===== config.mk =====
export PLATFORM = sky130hd
export DESIGN_NAME = fp_norm_round
export DESIGN_NICKNAME = d
export VERILOG_FILES = /design/src/rtl/fp_pkg.sv /design/src/rtl/fp_rounder.sv /design/src/rtl/fp_norm_round.sv
export SDC_FILE = /design/constraint.sdc
export NUM_CORES = 1
export LEC_CHECK = 0
export ABC_CLOCK_PERIOD_IN_PS = 1600
export BUFFER_PORTS_ARGS = -buffer_cell sky130_fd_sc_hd__clkbuf_2
export CAP_MARGIN = 20
export CORE_MARGIN = 2
export CORE_UTILIZATION = 45
export DETAILED_ROUTE_END_ITERATION = 16
export GPL_TIMING_DRIVEN = 0
export PLACE_DENSITY = 0.74
export SLEW_MARGIN = 20
export SYNTH_ARGS = -nofsm -noshare
export SYNTH_HDL_FRONTEND = slang
export SYNTH_SLANG_ARGS = --single-unit

===== constraint.sdc =====
create_clock -name clk -period 1.6 [get_ports clk]
set_input_delay 0.16 -clock clk [delete_from_list [all_inputs] [get_ports clk]]
set_output_delay 0.16 -clock clk [all_outputs]
set_load 0.01 [all_outputs]

===== src/rtl/fp_pkg.sv =====
// -----------------------------------------------------------------------------
// fp_pkg
// Shared types and constants for the single-precision normalize/round stage.
//   fp_class_e : special-case class resolved by the unpacking stage
//   s1_t       : contents of the normalize (S1) pipeline register
//   fp_inf / fp_zero : packing helpers for signed infinity and signed zero
// The S1 exponent is carried at S1_EXP_W bits so that the +1 from
// normalization and the +1 from a rounding carry can never wrap.
// -----------------------------------------------------------------------------
package fp_pkg;

   localparam int MANT_W   = 23;
   localparam int PROD_W   = 48;
   localparam int EXP_MAX  = 255;
   localparam int S1_EXP_W = 12;

   localparam logic [31:0]                QNAN     = 32'h7FC0_0000;
   localparam logic signed [S1_EXP_W-1:0] EXP_ONE  = {{(S1_EXP_W-1){1'b0}}, 1'b1};
   localparam logic signed [S1_EXP_W-1:0] EXP_ZERO = {S1_EXP_W{1'b0}};

   typedef enum logic [1:0] {
      FP_NORMAL = 2'b00,
      FP_ZERO   = 2'b01,
      FP_INF    = 2'b10,
      FP_NAN    = 2'b11
   } fp_class_e;

   typedef struct packed {
      logic                         sign;
      logic signed [S1_EXP_W-1:0]   exp;
      logic [MANT_W-1:0]            mant;
      logic                         guard;
      logic                         sticky;
      fp_class_e                    cls;
   } s1_t;

   function automatic logic [31:0] fp_inf(input logic sign);
      return {sign, 8'hFF, 23'h00_0000};
   endfunction

   function automatic logic [31:0] fp_zero(input logic sign);
      return {sign, 31'h0000_0000};
   endfunction

endpackage


===== src/rtl/fp_rounder.sv =====
// -----------------------------------------------------------------------------
// fp_rounder
// Combinational rounding of a normalized 23-bit fraction.
//   mant, guard, sticky, exp : normalized fraction, round bits, exponent
//   mant_rnd, exp_rnd        : rounded fraction and carry-adjusted exponent
//   inexact                  : any discarded bit was non-zero
// Macro FP_NORM_ROUND_RNE_EN: defined -> round to nearest even;
// undefined -> truncation (no increment, no carry path).
// -----------------------------------------------------------------------------
module fp_rounder
   import fp_pkg::*;
(
   input  logic [MANT_W-1:0]          mant,
   input  logic                       guard,
   input  logic                       sticky,
   input  logic signed [S1_EXP_W-1:0] exp,
   output logic [MANT_W-1:0]          mant_rnd,
   output logic signed [S1_EXP_W-1:0] exp_rnd,
   output logic                       inexact
);

`ifdef FP_NORM_ROUND_RNE_EN
   logic            inc_s;
   logic [MANT_W:0] sum_s;

   // Ties go to the even fraction: only bump when above half or LSB is odd.
   assign inc_s = guard & (sticky | mant[0]);
   assign sum_s = {1'b0, mant} + {{MANT_W{1'b0}}, inc_s};

   // Fraction overflow (1.111..1 + ulp) becomes 1.0 at the next exponent.
   always_comb begin
      if (sum_s[MANT_W]) begin
         mant_rnd = {MANT_W{1'b0}};
         exp_rnd  = exp + EXP_ONE;
      end else begin
         mant_rnd = sum_s[MANT_W-1:0];
         exp_rnd  = exp;
      end
   end
`else
   assign mant_rnd = mant;
   assign exp_rnd  = exp;
`endif

   assign inexact = guard | sticky;

endmodule


===== src/rtl/fp_norm_round.sv =====
// -----------------------------------------------------------------------------
// fp_norm_round
// Two-stage normalize (S1) and round/pack (S2) pipeline behind the mantissa
// multiplier of the binary32 multiplier. One result per cycle when unstalled.
//   clk, rst_n            : clock, asynchronous active-low reset
//   in_valid / in_ready   : upstream handshake
//   in_sign, in_exp       : product sign, two's-complement biased exponent
//   in_prod               : 48-bit mantissa product (hidden bits included)
//   in_class              : 00 normal, 01 zero, 10 inf, 11 nan
//   out_valid / out_ready : downstream handshake
//   out_result            : packed binary32
//   out_flags             : {overflow, underflow, inexact}
// Macro FP_NORM_ROUND_RNE_EN selects round-to-nearest-even (else truncation).
// in_ready is a pure function of the stage valids and out_ready; there is no
// skid buffer, so a stalled output back-pressures straight to the input.
// -----------------------------------------------------------------------------
module fp_norm_round
   import fp_pkg::*;
#(
   parameter int EXP_W = 10,
   parameter int BIAS  = 127
)(
   input  logic             clk,
   input  logic             rst_n,
   input  logic             in_valid,
   output logic             in_ready,
   input  logic             in_sign,
   input  logic [EXP_W-1:0] in_exp,
   input  logic [PROD_W-1:0] in_prod,
   input  logic [1:0]       in_class,
   output logic             out_valid,
   input  logic             out_ready,
   output logic [31:0]      out_result,
   output logic [2:0]       out_flags
);

   // Largest biased exponent that still encodes a finite value is 2*BIAS;
   // clamp to the binary32 field limit.
   localparam int OVF_LIM = ((2 * BIAS + 1) < EXP_MAX) ? (2 * BIAS + 1) : EXP_MAX;
   localparam logic signed [S1_EXP_W-1:0] OVF_EXP = S1_EXP_W'(OVF_LIM);

   logic                       v1_r;
   logic                       v2_r;
   logic                       r1_s;
   s1_t                        s1_r;
   s1_t                        s1_nxt_s;
   logic signed [S1_EXP_W-1:0] exp_ext_s;
   logic [MANT_W-1:0]          mant_rnd_s;
   logic signed [S1_EXP_W-1:0] exp_rnd_s;
   logic                       inexact_s;
   logic [31:0]                result_r;
   logic [31:0]                result_nxt_s;
   logic [2:0]                 flags_r;
   logic [2:0]                 flags_nxt_s;

   assign r1_s     = ~v2_r | out_ready;
   assign in_ready = ~v1_r | r1_s;

   assign exp_ext_s = {{(S1_EXP_W-EXP_W){in_exp[EXP_W-1]}}, in_exp};

   // Normalize: shift so the leading one sits just above the fraction field.
   always_comb begin
      s1_nxt_s.sign = in_sign;
      s1_nxt_s.cls  = fp_class_e'(in_class);
      if (in_prod[PROD_W-1]) begin
         s1_nxt_s.mant   = in_prod[46:24];
         s1_nxt_s.guard  = in_prod[23];
         s1_nxt_s.sticky = |in_prod[22:0];
         s1_nxt_s.exp    = exp_ext_s + EXP_ONE;
      end else begin
         s1_nxt_s.mant   = in_prod[45:23];
         s1_nxt_s.guard  = in_prod[22];
         s1_nxt_s.sticky = |in_prod[21:0];
         s1_nxt_s.exp    = exp_ext_s;
      end
   end

   // S1 register: loads whenever the stage can accept.
   always_ff @(posedge clk or negedge rst_n) begin
      if (!rst_n) begin
         v1_r <= 1'b0;
         s1_r <= '0;
      end else if (in_ready) begin
         v1_r <= in_valid;
         if (in_valid) begin
            s1_r <= s1_nxt_s;
         end
      end
   end

   fp_rounder u_rounder (
      .mant     (s1_r.mant),
      .guard    (s1_r.guard),
      .sticky   (s1_r.sticky),
      .exp      (s1_r.exp),
      .mant_rnd (mant_rnd_s),
      .exp_rnd  (exp_rnd_s),
      .inexact  (inexact_s)
   );

   // Range check after rounding, then special classes override everything.
   always_comb begin
      result_nxt_s = 32'h0000_0000;
      flags_nxt_s  = 3'b000;
      case (s1_r.cls)
         FP_ZERO: result_nxt_s = fp_zero(s1_r.sign);
         FP_INF:  result_nxt_s = fp_inf(s1_r.sign);
         FP_NAN:  result_nxt_s = QNAN;
         FP_NORMAL: begin
            if (exp_rnd_s >= OVF_EXP) begin
               result_nxt_s = fp_inf(s1_r.sign);
               flags_nxt_s  = 3'b101;
            end else if (exp_rnd_s <= EXP_ZERO) begin
               result_nxt_s = fp_zero(s1_r.sign);
               flags_nxt_s  = {1'b0, 1'b1, inexact_s};
            end else begin
               result_nxt_s = {s1_r.sign, exp_rnd_s[7:0], mant_rnd_s};
               flags_nxt_s  = {2'b00, inexact_s};
            end
         end
         default: result_nxt_s = QNAN;
      endcase
   end

   // S2 (output) register: holds while stalled, so outputs stay stable.
   always_ff @(posedge clk or negedge rst_n) begin
      if (!rst_n) begin
         v2_r     <= 1'b0;
         result_r <= 32'h0000_0000;
         flags_r  <= 3'b000;
      end else if (r1_s) begin
         v2_r <= v1_r;
         if (v1_r) begin
            result_r <= result_nxt_s;
            flags_r  <= flags_nxt_s;
         end
      end
   end

   assign out_valid  = v2_r;
   assign out_result = result_r;
   assign out_flags  = flags_r;

endmodule

; ---- Word level (Yosys, flattened, before mapping)
; Cells that the tools add are included.
[op_classes]
n_addsub = 1
mux = 7
n_bitwise = 5
n_reduce_logical = 5
magnitude_cmp = 2
n_shift = 0
div_mod_pow = 0
multipliers = 0
eq_ne = 3
[op_table]
columns = op, count
row1 = $pmux W32 S4, 1
row2 = $mux W31, 2
row3 = $mux W37, 1
row4 = $reduce_or A23 Y1, 1
row5 = $reduce_or A22 Y1, 1
row6 = $ge A12 B9 Y1 const B, 1
row7 = $le A12 B1 Y1 const B, 1
row8 = $add A10 B2 Y11 const B, 1
row9 = $mux W3, 2
row10 = $eq A2 B2 Y1 const B, 2
row11 = $reduce_and A2 Y1, 2
row12 = $or A1 B1 Y1, 3
row13 = $eq A2 B1 Y1 const B, 1
row14 = $logic_not A2 Y1, 1
row15 = $mux W2, 1
row16 = $not A1 Y1, 2
[totals]
word_cells = 33
input_bits = 65
latchBits = 0
output_inout_bits = 37
n_memories = 0
regBits = 77
romBits = 0
ramBits = 0

; ---- Longest topological paths before layout
; Gate-level depths: netlist of run 1.
[depth]
word_depth = 4
ltp_mapped = 6
depth_no_buf = 5

; ---- By module
; From an unflattened synthesis of run 1, not the netlist that was laid out.
[unflattened]
hier_cells = 348
area_unflattened_um2 = 3654.8
[modules_own_cells]
columns = mod, instances, seq_area_each_um2, area_per_inst_um2, cells_each
row1 = fp_norm_round, 1, 1901.8, 3385.7, 312
row2 = fp_rounder, 1, 0.0, 269.0, 36

; ---- Worst setup path after synthesis of run 1
; Ideal clock, no wire load.
[synth_timing]
path_type = reg-to-reg
startpoint = register s1_r[29] (netlist name)
endpoint = register result_r[16] (netlist: out_result[16])
t_arrival_ns = 1.442
setup_time_ns = 0.121
required_time_ns = 1.479
setup_slack_ns = 0.037
path_stages_with_launch = 6
path_buffers = 1
synth_period_minus_slack_ns = 1.563
path_cell_list = dfrtp_1 > or4_4 > nor2_4 > nor4_2 > buf_6 > a22o_1
[synth_between]
elab_chain_cells = 4
word_cells_on_any_way = 5
cone_classes = 2 x order compare / 3 x mux
[synth_rtl]
columns = element, line_no
row1 = from (decl), fp_norm_round.sv:45  ; s1_t s1_r;
row2 = from (signal assigned), fp_norm_round.sv:86  ; s1_r <= s1_nxt_s;
row3 = $le A12 B1 Y1, fp_norm_round.sv:113  ; end else if (exp_rnd_s <= EXP_ZERO) begin
row4 = $mux W31, fp_norm_round.sv:113
row5 = $mux W31 *, fp_norm_round.sv:110  ; if (exp_rnd_s >= OVF_EXP) begin
row6 = $pmux W32 S4 *, fp_norm_round.sv:105  ; case (s1_r.cls)
row7 = to (signal assigned), fp_norm_round.sv:134  ; result_r <= result_nxt_s;
row8 = to (decl), fp_norm_round.sv:51  ; logic [31:0] result_r;
; Every way passes the cells marked *; elsewhere a longest branch is shown, timed or not.
; A chain may end at the register's enable or synchronous reset.

; ---- Final worst setup path of run 1
[layout_timing]
startpoint = register s1_r[33] (netlist name)
endpoint = register result_r[18] (netlist: out_result[18])
; The elaborated chain is that of the path after synthesis.

==> results of run 1 <==
## worst paths after layout
kind	from	endpoint	depth (start not counted)
max reg2reg	s1_r[33]	out_result[18]	5
max in group asynchronous	rst_n	s1_r[31]	3
min in group asynchronous	rst_n	out_result[9]	2
min	in_valid	v1_r	2
min reg2reg	s1_r[14]	s1_r[14]	2
max	s1_r[33]	out_result[18]	5
## cells in the final DEF (no fill, tap or decap), types with 6 or more instances in the layout
cell type  count
clkbuf_2     103
dfrtp_1       76
nand2_1       49
o21ai_0       38
mux2i_1       25
a22o_1        22
nor2_1        13
clkbuf_8       9
o2bb2ai_1      8
buf_4          7
buf_2          6
nand4_1        6
clkbuf_1       6
## kinds of logic (layout without fill, tap and decap cells)
kind of cell | count (synthesis) | in the layout | synth area share (%)
xor+xnor | 9 | 9 | 2.37
mux | 28 | 28 | 8.55
flops | 76 | 76 | 57.3
buf+inv | 17 | 143 | 2.52
fa+ha+maj | 1 | 1 | 0.377
simple gates | 96 | 96 | 14.0
compound gates | 74 | 74 | 14.9
## power groups by stage
stage / combinational (mW) / clock (mW) / sequential, mW
global route: 0.904 / 1.54 / 2.36
detailed placement: 0.776 / 0 / 2.37
CTS: 0.818 / 1.45 / 2.33
global placement: 0.746 / 0 / 2.36
floorplan: 0.382 / 0 / 2.38
finish: 0.806 / 1.42 / 2.33
## sequential cells by signal, summed over array words and instances, names as in the netlist
register / flops
s1_r: 39
out_result: 32
out_flags: 3
out_valid: 1
v1_r: 1
## routing by layer
| metal | share of wire, % | track usage, % | routed length (um) |
|---|---|---|---|
| met5 | 0 | 0 | 0 |
| met4 | 2.5 | 9.23 | 185 |
| met3 | 5.4 | 3.86 | 405 |
| met2 | 49 | 32.8 | 3720 |
| met1 | 43 | 25.7 | 3220 |
## final cells by class
class	count	area [um2]
buffer	16	86.3
clock buffer	10	128
clock inverter	6	65.1
fill	642	2960
inverter	1	3.75
multi-input combinational	208	1350
sequential	76	1900
tap	99	124
timing repair buffer	110	591
## through the flow
step	setup slack (ns)	instance area, um2
after detailed placement	-0.221	3970
after CTS	-0.0436	4240
after global routing	-0.0928	4250
after global placement	-0.242	3950
after floorplan	0.0370	3320
final	-0.0469	4250
## timing repair
action,CTS,global route
pin swaps,0,2
gates resized for setup,5,5
hold buffers,1,0
buffers inserted,6,0
hold endpoints to repair,33,0
cloned,1,0
setup endpoints to repair,39,51
==> flow_summary.toml, run 1 <==
[run_status]
status = "complete, but fails checks"
violations = "setup timing"

[drt]
num_vias = 2703
drtIter0Drc = 83
wl_per_cell_um = 14.3
viasPerCell = 5.14
routed_wl_um = 7530
drtPass1Iterations = 4
final_antenna_net_count = 0
drc_errors = 0

[critical_path]
slowest_stage = "or4_4"
reg2reg_slack_ns = -0.05
start_kind = "flip-flop"
end_kind = "flip-flop"
critPathBufInv = 1
crit_family = "simple AND/OR/NAND/NOR gates"
crit_path_max_incr_delay_ns = 0.56
crit_fanout = 5
path_class = "reg2reg"
required_ns = 1.84
path_cells = "or4_4, nor2_4, nor4_4, buf_4, a22o_1"
cp.arrival_ns = 1.88

[floorplanning]
boundaryPins = 102
dieHeight_um = 89.9
rows = 31
fp.coreArea_um2 = 7210
die_w_um = 89.9
die_area_um2 = 8090
start_util_pct = 46.0

[finish]
fin_cells = 526
final_nets = 488
syn_to_final_growth_pct = 28.0
layout-drive-gt1-share_pct = 34.2
fin_util_pct = 58.9
antenna_cells = 0

[synth]
synth_top_area_share_pct = 57.3
synth_area_leaders = "dfrtp_1 (57%), mux2i_1 (7.5%), a22o_1 (5.8%)"
ys_seq_area_share_pct = 57.3
postSynthCellCount = 301
ys_ff_latch = 76
yosysUniqueCellTypes = 36
synth-main-ff-cell = "dfrtp_1"
synth.most_common_cell = "dfrtp_1"
synth_edf_count = 0
syn_area_um2 = 3320
synth_common_cells = "dfrtp_1 (76), nand2_1 (49), o21ai_0 (38), mux2i_1 (25), a22o_1 (22)"
synthArstFlopShare_pct = 100
postSynthAreaPerCell_um2 = 11.0
synth_warnings = 0
syn_nets = 367
synth_largest_area_cell = "dfrtp_1"

[timing]
hold_viol = 0
hold_ws_ns = 0.0131
finalWorstSetupSlack_ns = -0.0469
fin_worst_skew_ns = 0.00980
setup_viol = 22
rsz0062_at_grt = "yes"
drv_slew = 0
min_period_ns = 1.65
tightest_slew_ns = 0.561
tns_ns = -0.771
max_freq_mhz = 607
slew-limit-headroom_pct = 62.5
min_period_over_period_pct = 103

[power]
p_int_mw = 3.24
p_leak_nw = 2.08
p_switching_mw = 1.32
ir_drop_uv = 405
swShare_pct = 28.9
power.density_nw_per_um2 = 1070
power_frac_comb_pct = 17.7
total_power_mw = 4.56
p_clk_share_pct = 31.2
power_frac_seq_pct = 51.1

[placed_design]
place_hpwl_um = 5730
port_buffers = 101
dpl.cell_count = 502
gp_congestion = 0.856

[cts]
cts_buffers = 9
clockBufferDepth = 2
clock_latency_ns = 0.35
root_buffer = "clkbuf_8"
cts.htree.levels = 3
cts.sinks = 76
cts_tree = "yes"
clk_pin_slew_ns = 0.08

[global_routing]
grt_start_max_net_pins = 44
grt_pass1_vias = 2670
grt_pass1_wl_um = 12800
overflow = 0
track_usage_pct = 19.9
antenna_found_initial = 0

[job]
maxCapViolCount = 0

[min_path]
hp-class = "in2reg"
(Power assumes the default switching activity.)
==> run 2, diff against run 1 <==
Settings changed: BUFFER_PORTS_ARGS -buffer_cell sky130_fd_sc_hd__clkbuf_2 to unset, DONT_BUFFER_PORTS set to 1, PLACE_DENSITY 0.74 to unset.
==> run 2 against run 1 <==
Compared with the run above:
- the flow finishes with violations (hold timing, setup timing)
- global-route usage fell by 0.30 points
- via count fell by 14%
- largest power group unchanged
- setup slack got worse by 0.024 ns
- clock skew barely moved
==> flow_summary.toml, run 2 (synthesized netlist as in run 1, its figures left out) <==
[run_status]
status = "complete, but fails checks"
violations = "hold timing, setup timing"

[critical_path]
reg2reg_slack_ns = -0.07
end_kind = "flip-flop"
path_class = "reg2reg"
start_kind = "flip-flop"
setup.worst_path.start = "s1_r[29]"
cp.arrival_ns = 1.89
required_ns = 1.82
crit_fanout = 5
timing.rr.start = "s1_r[29]"
reg2reg_depth = 5

[finish]
n_fill_cell = 681
fin_cells = 432
final_common_cell = "dfrtp_1"
final_nets = 394
top_register = "s1_r"
layout_common_cells = "dfrtp_1 (75), nand2_1 (48), o21ai_0 (37)"
finish.instance_area_um2 = 3860
syn_to_final_growth_pct = 16.2
largest_register_ffs = 39
layout-drive-gt1-share_pct = 15.9
antenna_cells = 0

[cts]
cts.sinks = 76
root_buffer = "clkbuf_8"
postCtsHoldBufs = 6
clockBufferDepth = 2
clock_latency_ns = 0.34
cts_tree = "yes"
cts_buffers = 9
clk_pin_slew_ns = 0.08
cts.htree.levels = 3

[job]
maxCapViolCount = 0

[global_routing]
track_usage_pct = 19.6
grt_start_max_net_pins = 77
grt_pass1_wl_um = 12500
overflow = 0
antenna_found_initial = 0
grt_pass1_vias = 2440

[drt]
wl_per_cell_um = 17.6
final_antenna_net_count = 0
drtIter0Drc = 140
drtPass1Iterations = 4
num_vias = 2321
routed_wl_um = 7600
drc_errors = 0
viasPerCell = 5.37

[floorplanning]
die_area_um2 = 8090
rows = 31
fp.coreArea_um2 = 7210
boundaryPins = 102
start_util_pct = 46.0
die_w_um = 89.9
dieHeight_um = 89.9

[timing]
max_freq_mhz = 599
setup_viol = 22
fin_worst_skew_ns = 0.00943
hold_viol = 76
tightest_slew_ns = 0.548
rsz0062_at_grt = "yes"
slew-limit-headroom_pct = 63.5
finalWorstSetupSlack_ns = -0.0705
hold_ws_ns = -0.495
min_period_ns = 1.67
min_period_over_period_pct = 104
drv_slew = 0

[placed_design]
dpl.cell_count = 400
gp_congestion = 0.754
port_buffers = 0
placedInstanceArea_um2 = 3450
place_hpwl_um = 5360

[power]
power.density_nw_per_um2 = 1180
p_leak_nw = 1.72
ir_drop_uv = 416

[min_path]
hp-class = "in2async"
## run 2: cell types whose count changed in the layout (fill, tap and decap cells not counted), sizes merged
cell	delta
dlygate4sd3	+5
clkbuf	-96
clkinvlp	-3
## run 2: final cells by class
type                            count  area [um2]  area share, %
Multi-Input combinational cell    208        1370           35.5
Inverter                            1        3.75         0.0972
Tap cell                           99         124           3.21
Timing Repair Buffer               16         135           3.50
Clock inverter                      3        42.5           1.10
Buffer                             16         101           2.62
Clock buffer                       13         179           4.63
Sequential cell                    76        1900           49.3
## run 2: path summary, 6_finish.rpt
| path | end |
|---|---|
| max in group asynchronous | s1_r[4] |
| hold reg to reg | s1_r[2] |
| hold / removal | out_result[20] |
| min in group clk | s1_r[33] |
| setup reg to reg | out_result[7] |
| setup / recovery | out_result[7] |
## run 2: metrics by stage
stage          util [%]  setup TNS [ns]  setup slack (ns)  hold slack, ns  power, mW
6_report           53.5           -1.05           -0.0705          -0.495       4.56
5_1_grt            53.5           -1.97            -0.101          -0.520       4.78
4_1_cts            52.9           -1.27           -0.0761          -0.508       4.57
3_5_place_dp       47.8           -7.80            -0.322          -0.134       2.92
3_3_place_gp       47.8           -6.41            -0.332          -0.133       2.90
2_1_floorplan         -               0            0.0370          -0.136       2.77
## run 2: routing by layer
metal,share of wire (%),up-vias,global-route usage [%]
met3,4.6,12,4.27
met1,47,1097,26.6
li1,-,1134,-
met2,46,78,31.1
met4,1.6,0,7.69
met5,0,-,0
## run 2: critical path, stage by stage, from the launching register on
cell and delay, ns:
dfrtp_1 0.41, or4_4 0.55, nor2_4 0.16, nor4_4 0.08
buf_6 0.15, a22o_1 0.19
## run 2: report_power, final
group | leakage [nW] | internal, mW | switching, mW
combinational | 0.658 | 0.262 | 0.290
sequential | 0.949 | 2.17 | 0.244
clock | 0.112 | 0.890 | 0.708
total | 1.72 | 3.32 | 1.24
## run 2: timing repair
action                     CTS  global route
setup endpoints to repair   64            72
hold endpoints to repair    82            76
gates cloned                 1             0
gates resized for setup     11            14
pin swaps                    3             3
setup buffers                8             2
